$ cat src/rtl/serial_compare_sequencer.sv
// serial_compare_sequencer: feeds a WIDTH-bit operand pair MSB-first into a bit-serial comparator and returns a one-hot lt/eq/gt result
//
// Ports:
//   clk_i, rst_ni               clock (rising edge), asynchronous active-low reset
//   in_valid_i/in_ready_o       operand handshake; in_ready_o is high only while idle
//   in_a_i, in_b_i              unsigned operands, captured at acceptance
//   out_valid_o/out_ready_i     result handshake; result held stable until taken
//   res_lt_o/res_eq_o/res_gt_o  one-hot compare result, zero unless out_valid_o
//   res_bits_o                  bit pairs fed to the core for this result
//   busy_o                      high whenever not idle
//
// Build option: SERIAL_CMP_EARLY_EXIT_EN ends the shift phase at the first differing bit pair.
module serial_compare_sequencer #(
  parameter int WIDTH = 8,
  parameter int CNT_W = $clog2(WIDTH + 1)
) (
  input  logic             clk_i,
  input  logic             rst_ni,
  input  logic             in_valid_i,
  output logic             in_ready_o,
  input  logic [WIDTH-1:0] in_a_i,
  input  logic [WIDTH-1:0] in_b_i,
  output logic             out_valid_o,
  input  logic             out_ready_i,
  output logic             res_lt_o,
  output logic             res_eq_o,
  output logic             res_gt_o,
  output logic [CNT_W-1:0] res_bits_o,
  output logic             busy_o
);
  typedef enum logic [1:0] {IDLE, SHIFT, DONE} state_e;
  state_e state_q, state_d;
  logic [WIDTH-1:0] sh_a_q, sh_a_d, sh_b_q, sh_b_d;
  logic [CNT_W-1:0] cnt_q, cnt_d;
  logic eq_q, eq_d, lt_q, lt_d, gt_q, gt_d;
  logic bit_a, bit_b, last;
  always_ff @(posedge clk_i or negedge rst_ni) begin
    if (!rst_ni) begin
      state_q <= IDLE;
      sh_a_q <= '0;
      sh_b_q <= '0;
      cnt_q <= '0;
      eq_q <= 1'b1;
      lt_q <= 1'b0;
      gt_q <= 1'b0;
    end else begin
      state_q <= state_d;
      sh_a_q <= sh_a_d;
      sh_b_q <= sh_b_d;
      cnt_q <= cnt_d;
      eq_q <= eq_d;
      lt_q <= lt_d;
      gt_q <= gt_d;
    end
  end
  always_comb begin
    state_d = state_q;
    sh_a_d = sh_a_q;
    sh_b_d = sh_b_q;
    cnt_d = cnt_q;
    eq_d = eq_q;
    lt_d = lt_q;
    gt_d = gt_q;
    bit_a = sh_a_q[WIDTH-1];
    bit_b = sh_b_q[WIDTH-1];
    last = 1'b0;
    case (state_q)
      IDLE: if (in_valid_i) begin
        sh_a_d = in_a_i;
        sh_b_d = in_b_i;
        cnt_d = '0;
        eq_d = 1'b1;
        lt_d = 1'b0;
        gt_d = 1'b0;
        state_d = SHIFT;
      end
      SHIFT: begin
        // lt/gt can only be set while all more significant bits were equal
        eq_d = eq_q & (bit_a == bit_b);
        lt_d = lt_q | (eq_q & ~bit_a & bit_b);
        gt_d = gt_q | (eq_q & bit_a & ~bit_b);
        sh_a_d = sh_a_q << 1;
        sh_b_d = sh_b_q << 1;
        cnt_d = cnt_q + 1'b1;
`ifdef SERIAL_CMP_EARLY_EXIT_EN
        last = (cnt_d == CNT_W'(WIDTH)) | ~eq_d;
`else
        last = cnt_d == CNT_W'(WIDTH);
`endif
        if (last) state_d = DONE;
      end
      DONE: if (out_ready_i) state_d = IDLE;
      default: state_d = IDLE;
    endcase
  end
  assign in_ready_o = state_q == IDLE;
  assign busy_o = state_q != IDLE;
  assign out_valid_o = state_q == DONE;
  // core state is only meaningful as a result in DONE; eq resets to 1 so gating keeps res_* at 0 otherwise
  assign res_lt_o = out_valid_o & lt_q;
  assign res_eq_o = out_valid_o & eq_q;
  assign res_gt_o = out_valid_o & gt_q;
  assign res_bits_o = out_valid_o ? cnt_q : '0;
endmodule

$ cat config.mk
export PLATFORM = sky130hd
export DESIGN_NAME = serial_compare_sequencer
export DESIGN_NICKNAME = d
export VERILOG_FILES = /design/src/rtl/serial_compare_sequencer.sv
export SDC_FILE = /design/constraint.sdc
export NUM_CORES = 1
export LEC_CHECK = 0
export CORE_MARGIN = 8
export CORE_UTILIZATION = 51
export DETAILED_ROUTE_END_ITERATION = 10
export PLACE_DENSITY = 0.83
export SETUP_SLACK_MARGIN = 0.5
export SLEW_MARGIN = 20
export SYNTH_ARGS = -nofsm -noshare
export SYNTH_HDL_FRONTEND = slang
export SYNTH_SLANG_ARGS = --single-unit
$ cat constraint.sdc
create_clock -name clk_i -period 1.9 [get_ports clk_i]
set_input_delay 0.475 -clock clk_i [delete_from_list [all_inputs] [get_ports clk_i]]
set_output_delay 0.475 -clock clk_i [all_outputs]
set_load 0.01 [all_outputs]
[Word level (Yosys, flattened, before mapping)]
Index checks and enable logic that the tools add are counted.
Storage, ports and cells
  flip-flop bits (word level): 25
  bits of input ports: 20
  word-level logic and storage cells: 48
Operators by class
  add/subtract/negate cells: 1
  eq/ne operators: 7
  muxes and demuxes: 16
  bitwise gates (word level): 12
  reduce and logical (&&, ||, !) cells: 5
Operators by type and width (count)
  one-hot mux 8 bit (2 select lines): 2
  two-way mux 8 bit: 2
  bitwise AND 1 bit: 8
  two-way mux 4 bit: 2
  one-hot mux 4 bit (2 select lines): 1
  two-way mux 2 bit: 3
  one-hot mux 1 bit (2 select lines): 3
  one-hot mux 2 bit (3 select lines): 1
  adder 4 x 1 -> 4 bit (second input constant): 1
  == test 4 bit (second input constant): 1
  inequality test 2 bit (second input constant): 2
  nonzero test 2 bit: 2
  AND reduction 3 bit: 1
  == test 2 x 1 -> 1 bit (second input constant): 1
  == test 2 bit (second input constant): 1
  logical NOT 2 bit: 1
  two-way mux 1 bit: 2
  inequality test 2 x 1 -> 1 bit (second input constant): 1
  NOT 1 bit: 2
  OR 1 bit: 2
  AND reduction 2 bit: 1
  == test 1 bit: 1

[Logic depth before layout (Yosys ltp)]
Gate-level depths: netlist (run 1).
  depth after elaboration: 5
  depth in mapped cells: 4
  mapped depth without buffers: 3

[Least setup slack after synthesis (run 1)]
Ideal clock, no wire load.
  path type: reg-to-output
  start point: register state_q[1]
  end point: output port res_bits_o[0]
  data arrival time: 0.883 ns
  data required time: 1.425 ns
  setup slack: 0.542 ns
  cell stages (with the launch flop): 4
  cell sequence: dfrtp_1 > nor2b_1 > buf_2 > and2_1
Between the ends
  longest elaborated chain between the ends: 2
RTL lines
  start: declaration: RTL line 32  | state_e state_q, state_d;
  start signal: assignment: RTL line 47  | state_q <= state_d;
  == test 2 bit: RTL line 98  | assign out_valid_o = state_q == DONE;
  net out_valid_o: RTL line 23  | output logic out_valid_o,
  two-way mux 4 bit: RTL line 103  | assign res_bits_o = out_valid_o ? cnt_q : '0;
  end: declaration: RTL line 28  | output logic [CNT_W-1:0] res_bits_o,
The timed path passes the listed nets, and every way through them passes these cells.

[Worst setup path in the final report (run 1)]
  start point: register state_q[1]
  end point: output port res_bits_o[2]
Between the ends
  longest elaborated chain between the ends: 2
RTL lines (RTL line)
  == test 2 bit: 98
  two-way mux 4 bit: 103
No other way between the ends.

==> key figures, run 1 <==
Logic synthesis
  • Ranking of synthesized cells by area: dfrtp_1 (52%), nand2_1 (12%), a22oi_1 (9.0%), and2_1 (4.3%), dfstp_2 (2.3%)
  • Total nets after synthesis: around 140
  • Most area-hungry cell type in the Yosys netlist: dfrtp_1
  • Synthesis-stage register bit count: 25
  • Area of the mapped netlist: between 0.001 and 0.0015 sq mm
  • Syn Area/Cell: 9.64 sq um
  • Syn Inst Count: 121
  • Area fraction of the dominant cell type after synthesis: 0.515
  • Ys Warns: 0
  • Count of flip-flops with a built-in enable after synthesis: 0
  • Most instantiated flip-flop cell in the synthesis netlist: dfrtp_1
  • Share of the yosys chip area belonging to registers: 0.538
  • Cell variety after synth: 27
  • Share of flip-flops with an asynchronous set or reset: 1.00

Critical path
  • Nature of the critical path startpoint: flop
  • Max FO, Critical Path: 6
  • Data arrival at the endpoint of the critical path: roughly 1300 ps
  • Worst path required time: 1420 ps
  • Critical setup path kind: flop to primary output
  • R2R Setup Slk: 460 ps
  • Reg-to-Reg Start: state_q[1]
  • First element of the critical path: state_q[1]
  • Critical path capture point type: primary output

Timing
  • Slew Limit Headroom: 0.795
  • Final setup TNS: 0 ps
  • Final setup violating endpoints: 0
  • Setup repair after global routing missed its margin: true
  • Portion of the clock cycle consumed by the worst path in the final layout: 0.927
  • Slew at the pin closest to its max-slew limit: 307 ps
  • Fmax: 0.568 GHz
  • Number of hold-slack violations in the final timing report: 0
  • Final Critical Period: 1760 ps
  • Final Skew: 5.34 ps
  • Pins Over Slew Limit: 0

Global route
  • Largest net degree at the start of global routing: 26
  • Grt ovf: 0
  • All-Layer GR Usage: 0.127
  • Wire length of the first global-routing pass: approximately 4.3 mm
  • Antenna violations before repair: 0
  • Vias in the first global route: 1,013

Detailed routing
  • Overall routed net length: between 3 and 4 mm
  • Average vias per placed instance: ~5.6
  • Wirelength per Cell: 16.3 microns
  • Number of vias after detailed routing: 1,093
  • Drc violations: 0
  • Iter 0 DRT Violations: 26
  • Antenna Nets Post-Route: 0
  • First-pass iteration count of the detailed router: 4

Floorplan
  • Die width: 63.8 microns
  • Area of the core: 0.00219 sq mm
  • Vertical die dimension: 63.8 microns
  • Cell Rows: 17
  • Ports: 30
  • Die Area: 0.00407 sq mm
  • Starting Density: 0.532

Cells and area
  • Commonest cells after routing, fill and taps aside: nand2_1 (36), dfrtp_1 (24), clkdlybuf4s50_1 (18), buf_6 (17), a22oi_2 (12)
  • Area added between synthesis and finish: 57.7%
  • Number of inserted diodes: 0
  • Fraction of layout instances using a drive strength above 1: 0.371
  • Final net count: 189
  • Most common cell after layout, fill and taps aside: nand2_1
  • Non-Filler Instances: 195

Pwr
  • Static leakage: between 0.8 and 0.9 nW
  • Pwr per Cell Area: 1230 mW/mm^2
  • Worst supply voltage drop on vdd: between 0.7 and 0.8 mV

Clock tree
  • Clock-pin slew reported for the worst setup and hold paths after clock tree synthesis: ~130 ps
  • Clock latency of the later-clocked register in the worst-skew pair: 320 ps
  • Number of buffers between clock root and the deepest sink: 2
  • CTS tree: yes
  • CTS root buf: clkbuf_4
  • CTS H-tree lvls: 1
  • Number of buffers created by CTS: 3
  • Clock Sink Count: 25

Place
  • Total of buffers placed on input and output ports: 29
  • Gpl congestion: 0.754
  • HPWL Detailed: 1.86 mm
  • Placed instance count: 180

Status
  • Result of the run: finished clean

Run
  • Max capacitance violation total: 0

Hold path
  • Path class of the lowest-slack min-delay path: input port to async pin
==> through the flow <==
stage	instance area (sq um)	power, W	hold WS, ps	worst slack [ps]	utilization
after floorplan	1170	0.00140	179	542	-
after CTS	1580	0.00191	495	168	0.722
after global placement	1530	0.00161	459	152	0.696
after detailed placement	1530	0.00165	465	102	0.696
after global routing	1840	0.00240	517	78.6	0.840
final	1840	0.00226	501	138	0.840
==> routing by layer <==
layer / up-vias / share of wire / GRT usage
met5: - / 0 / 0
met4: 0 / 0.016 / 0.0418
met3: 6 / 0.058 / 0.0453
met2: 42 / 0.52 / 0.217
met1: 542 / 0.40 / 0.144
li1: 503 / - / -
==> final cells by class <==
class	instances	area, sq um
repair buffers	48	519
multi-input cells	87	621
fillers	124	352
flip-flops and latches	25	627
clock buffers	4	26.3
inverters	3	11.3
well taps	28	35.0
==> worst paths after layout <==
path                            endpoint  depth (start not counted)
max                        res_bits_o[2]                          4
min                             cnt_q[0]                          2
max reg2reg                     cnt_q[2]                          5
min reg2reg                    sh_b_q[1]                          2
max in group asynchronous           eq_q                          2
min in group clk_i             sh_b_q[1]                          2
==> logic make-up after synthesis <==
kind of cell / after synthesis / share of synthesized area
AOI/OAI and AO/OA: 27 / 0.170
xor gates and xnor gates: 3 / 0.0225
adders and majority gates: 1 / 0.0107
buffers and inverters: 9 / 0.0429
DFF: 25 / 0.538
and+or+nand+nor: 56 / 0.217
==> flip-flops by register name (all words and copies together), names as in the netlist <==
signal and cells:
gt_q 1, state_q 2, eq_q 1, sh_b_q 8, sh_a_q 8, cnt_q 4
lt_q 1
==> worst max-delay path, stage by stage, from the launching register on <==
cell and delay, ps:
dfrtp_1 430, nor2b_4 150, buf_6 130, and2_4 150, buf_6 110
==> Yosys cell counts (2+ instances only) <==
master,number
nand2_1,38
dfrtp_1,24
a22oi_1,14
and2_1,8
buf_2,4
nor2_1,4
inv_1,3
o21ai_1,3
a32o_1,2
nor2b_1,2
o21ai_0,2
xor2_1,2
==> repair_timing <==
action                     in CTS  in global routing
resized for setup              55                 35
buffers inserted                1                  7
pin swaps                       2                 24
setup endpoints to repair      22                 30
gates cloned                    0                  3
hold buffers                    0                  0
==> power breakdown <==
part	internal, W	total [W]	switching, W
Combinational	0.000571	0.00112	0.000547
Sequential	0.000731	0.000909	0.000178
Clock	0.0000822	0.000235	0.000153
Total	0.00138	0.00226	0.000878
No activity file was read; power rests on OpenSTA's default activity.
==> run 2, diff against run 1 <==
--- a/config.mk
+++ b/config.mk
@@ -5,10 +5,11 @@
 export SDC_FILE = /design/constraint.sdc
 export NUM_CORES = 1
 export LEC_CHECK = 0
+export ABC_CLOCK_PERIOD_IN_PS = 1600
 export CORE_MARGIN = 8
-export CORE_UTILIZATION = 51
+export CORE_UTILIZATION = 43
 export DETAILED_ROUTE_END_ITERATION = 10
-export PLACE_DENSITY = 0.83
+export PLACE_DENSITY_LB_ADDON = 0.25
 export SETUP_SLACK_MARGIN = 0.5
 export SLEW_MARGIN = 20
 export SYNTH_ARGS = -nofsm -noshare
==> constraint.sdc (replaced) <==
create_clock -name clk_i -period 1.6 [get_ports clk_i]
set_input_delay 0.4 -clock clk_i [delete_from_list [all_inputs] [get_ports clk_i]]
set_output_delay 0.4 -clock clk_i [all_outputs]
set_load 0.01 [all_outputs]
==> run 2 against run 1 <==
Net effect: the run now ends with setup timing left; non-clock buffer count grew 15; register-to-register slack lost 420 ps; hold slack lost 90 ps; final cell count grew 9.7%; utilization down 7.0 points.
==> key figures, run 2 (synthesized netlist as in run 1, its figures left out) <==
Timing
  • Final Critical Period: roughly 1700 ps
  • Number of hold-slack violations in the final timing report: 0 (unchanged)
  • Final setup TNS: -511 ps (-511 ps)
  • Portion of the clock cycle consumed by the worst path in the final layout: 1.04
  • Pins Over Slew Limit: 0 (unchanged)
  • Slew Limit Headroom: 0.778 (-0.0175)
  • Setup repair after global routing missed its margin: true
  • Slew at the pin closest to its max-slew limit: 334 ps (+26.2 ps)
  • Final Skew: 13.7 ps (+8.41 ps)
  • Worst hold margin: 412 ps (-89.7 ps)
  • Final worst setup slack: -71.7 ps (-210 ps)
  • Fmax: 0.598 GHz
  • Final setup violating endpoints: 9 (+9)

Critical path
  • Reg-to-Reg Start: state_q[0]
  • WP depth: 4 (unchanged)
  • Data arrival at the endpoint of the critical path: 1270 ps (-20 ps)
  • Critical path capture point type: primary output
  • Nature of the critical path startpoint: flop
  • Worst path required time: 1200 ps (-220 ps)
  • Critical path's slowest cell: dfrtp_1
  • Library cell appearing most often on the critical path: buf_6
  • Top Family by Delay on Critical Path: flip-flops
  • First element of the critical path: state_q[0]
  • Cells traversed along the worst timing path: nor2b_4 > buf_6 > and2_4 > buf_6
  • Crit-path max cell delay: 450 ps (+20 ps)
  • CP Buf/Inv Count: 2 (unchanged)
  • R2R Setup Slk: 40 ps (-420 ps)
  • Critical setup path kind: flop to primary output
  • Max FO, Critical Path: 5 (-1)
  • Destination of the worst register-to-register timing path: sh_a_q[5]
  • Endpoint of the most critical setup path: res_bits_o[1]
  • Worst reg2reg path depth: 7 (+2)

Pwr
  • Pwr per Cell Area: 1590 mW/mm^2 (+29%)
  • Share of total power in the clock network: 0.093 (-0.011)
  • Worst supply voltage drop on vdd: 1.30 mV (+63%)
  • Static leakage: 0.976 nW (+13%)
  • Register share of total power: 0.322 (-0.080)
  • Fraction of power spent switching nets: 0.385 (-0.00332)
  • Logic pwr share: 0.585 (+0.091)
  • NetSw: 0.00126 W (+43%)
  • Internal cell power: 0.00201 W (+45%)

Clock tree
  • Number of buffers created by CTS: 3 (unchanged)
  • CTS root buf: clkbuf_4
  • Clock Sink Count: 25 (unchanged)
  • Hold bufs inserted after CTS: 0 (unchanged)
  • CTS H-tree lvls: 1 (unchanged)
  • CTS tree: yes
  • Clock-pin slew reported for the worst setup and hold paths after clock tree synthesis: 160 ps (+30 ps)
  • Number of buffers between clock root and the deepest sink: 2 (unchanged)
  • Clock latency of the later-clocked register in the worst-skew pair: 330 ps (about the same)

Detailed routing
  • Number of vias after detailed routing: 1,127 (+3.1%)
  • First-pass iteration count of the detailed router: 4 (unchanged)
  • Average vias per placed instance: 5.27 (-6.0%)
  • Wirelength per Cell: 16.9 microns (+3.5%)
  • Iter 0 DRT Violations: 47 (+81%)
  • Drc violations: 0 (unchanged)
  • Overall routed net length: 3.62 mm (+14%)
  • Antenna Nets Post-Route: 0 (unchanged)

Cells and area
  • Area of combinational cells with multiple inputs: 684 sq um (+10%)
  • Filler instances: 167 (+35%)
  • Number of inserted diodes: 0 (unchanged)
  • Most common cell after layout, fill and taps aside: nand2_1
  • Area added between synthesis and finish: 75.8%
  • Commonest cells after routing, fill and taps aside: nand2_1 (32), buf_6 (30), dfrtp_1 (24), clkdlybuf4s50_1 (19), a22oi_2 (14)
  • Final net count: 205 (+8.5%)
  • Registers with the highest flip-flop counts: sh_a_q (8), sh_b_q (8), cnt_q (4)
  • Fraction of layout instances using a drive strength above 1: 0.497 (+0.126)
  • Footprint of the flip-flops and latches: 627 sq um (unchanged)
  • Post-route core utilization: 0.770 (-0.0698)

Status
  • Violations in the final reports: setup timing
  • Result of the run: finished, violations left

Floorplan
  • Die width: 68.1 microns (+6.7%)
  • Die Area: 0.00463 sq mm (+14%)
  • Area of the core: 0.00266 sq mm (+22%)
  • Starting Density: 0.438 (-0.0943)
  • Cell Rows: 19 (+2)
  • Vertical die dimension: 68.1 microns (+6.7%)
  • Ports: 30 (unchanged)

Global route
  • Vias in the first global route: 1,236 (+22%)
  • All-Layer GR Usage: 0.160 (+0.0324)
  • Antenna violations before repair: 0 (unchanged)
  • Wire length of the first global-routing pass: 5.62 mm (+30%)
  • Largest net degree at the start of global routing: 26 (unchanged)
  • Grt ovf: 0 (unchanged)

Place
  • Total of buffers placed on input and output ports: 29 (unchanged)
  • Gpl congestion: 0.729 (-3.2%)
  • HPWL Detailed: 1.99 mm (+6.8%)

Run
  • Max capacitance violation total: 0 (unchanged)

Hold path
  • Path class of the lowest-slack min-delay path: input port to async pin
run 2: layout make-up:
type | instances | share of cell area
Clock buffer | 3 | 0.0110
Clock inverter | 1 | 0.00366
Inverter | 3 | 0.00549
Multi-Input combinational cell | 88 | 0.334
Sequential cell | 25 | 0.306
Tap cell | 31 | 0.0189
Timing Repair Buffer | 63 | 0.321
run 2: how the worst min path moves through the flow:
| stage | end | slack (ps) | cells past startpoint |
|---|---|---|---|
| detailed placement | sh_a_q[6] | 460 | 2 |
| CTS | sh_a_q[3] | 430 | 2 |
| global route | sh_b_q[4] | 430 | 2 |
| finish | sh_a_q[7] | 410 | 2 |
| floorplan | cnt_q[0] | 100 | 0 |
| global placement | sh_b_q[5] | 460 | 2 |
run 2: power groups by stage:
| stage | Clock (W) | Sequential, W | Combinational, W |
|---|---|---|---|
| final | 0.000304 | 0.00105 | 0.00191 |
| after global routing | 0.000331 | 0.00107 | 0.00205 |
| after CTS | 0.000297 | 0.00103 | 0.00162 |
| after detailed placement | 0 | 0.00102 | 0.00104 |
| after global placement | 0 | 0.00101 | 0.000993 |
| after floorplan | 0 | 0.00103 | 0.000643 |
run 2: metrics by stage:
stage	std cells	setup slack, ps	total power [W]	instance area [sq um]
6_report	214	-71.7	0.00326	2050
5_1_grt	214	-121	0.00345	2050
4_1_cts	207	-43.4	0.00295	1940
3_5_place_dp	190	-118	0.00206	1590
3_3_place_gp	190	-101	0.00200	1590
2_1_floorplan	121	334	0.00167	1190
run 2: metal layers:
layer / vias to the layer above / track usage / share of wire
li1: 540 / - / -
met1: 551 / 0.186 / 0.42
met2: 30 / 0.280 / 0.51
met3: 6 / 0.0344 / 0.051
met4: 0 / 0.0588 / 0.019
met5: - / 0 / 0
run 2: timing repair:
action | CTS | global route
gates resized for setup | 102 | 11
endpoints found under the setup margin | 35 | 35
gates cloned | 3 | 0
setup buffers | 10 | 7
pin swaps | 39 | 7
run 2: worst register-to-register path, delay by kind of cell, from the launching register on:
family                 cells  cell delay, ps
flip-flops                 1             450
AND/OR/NAND/NOR            2             380
AO/OA/AOI/OAI              1              80
buffers and inverters      4             590
==> run 3, diff against run 2 <==
--- a/config.mk
+++ b/config.mk
@@ -9,6 +9,7 @@
 export CORE_MARGIN = 8
 export CORE_UTILIZATION = 43
 export DETAILED_ROUTE_END_ITERATION = 10
+export HOLD_SLACK_MARGIN = 0.12
 export PLACE_DENSITY_LB_ADDON = 0.25
 export SETUP_SLACK_MARGIN = 0.5
 export SLEW_MARGIN = 20
==> results of run 3 <==
No change in the layout: final DEF, timing and power equal those of run 2.
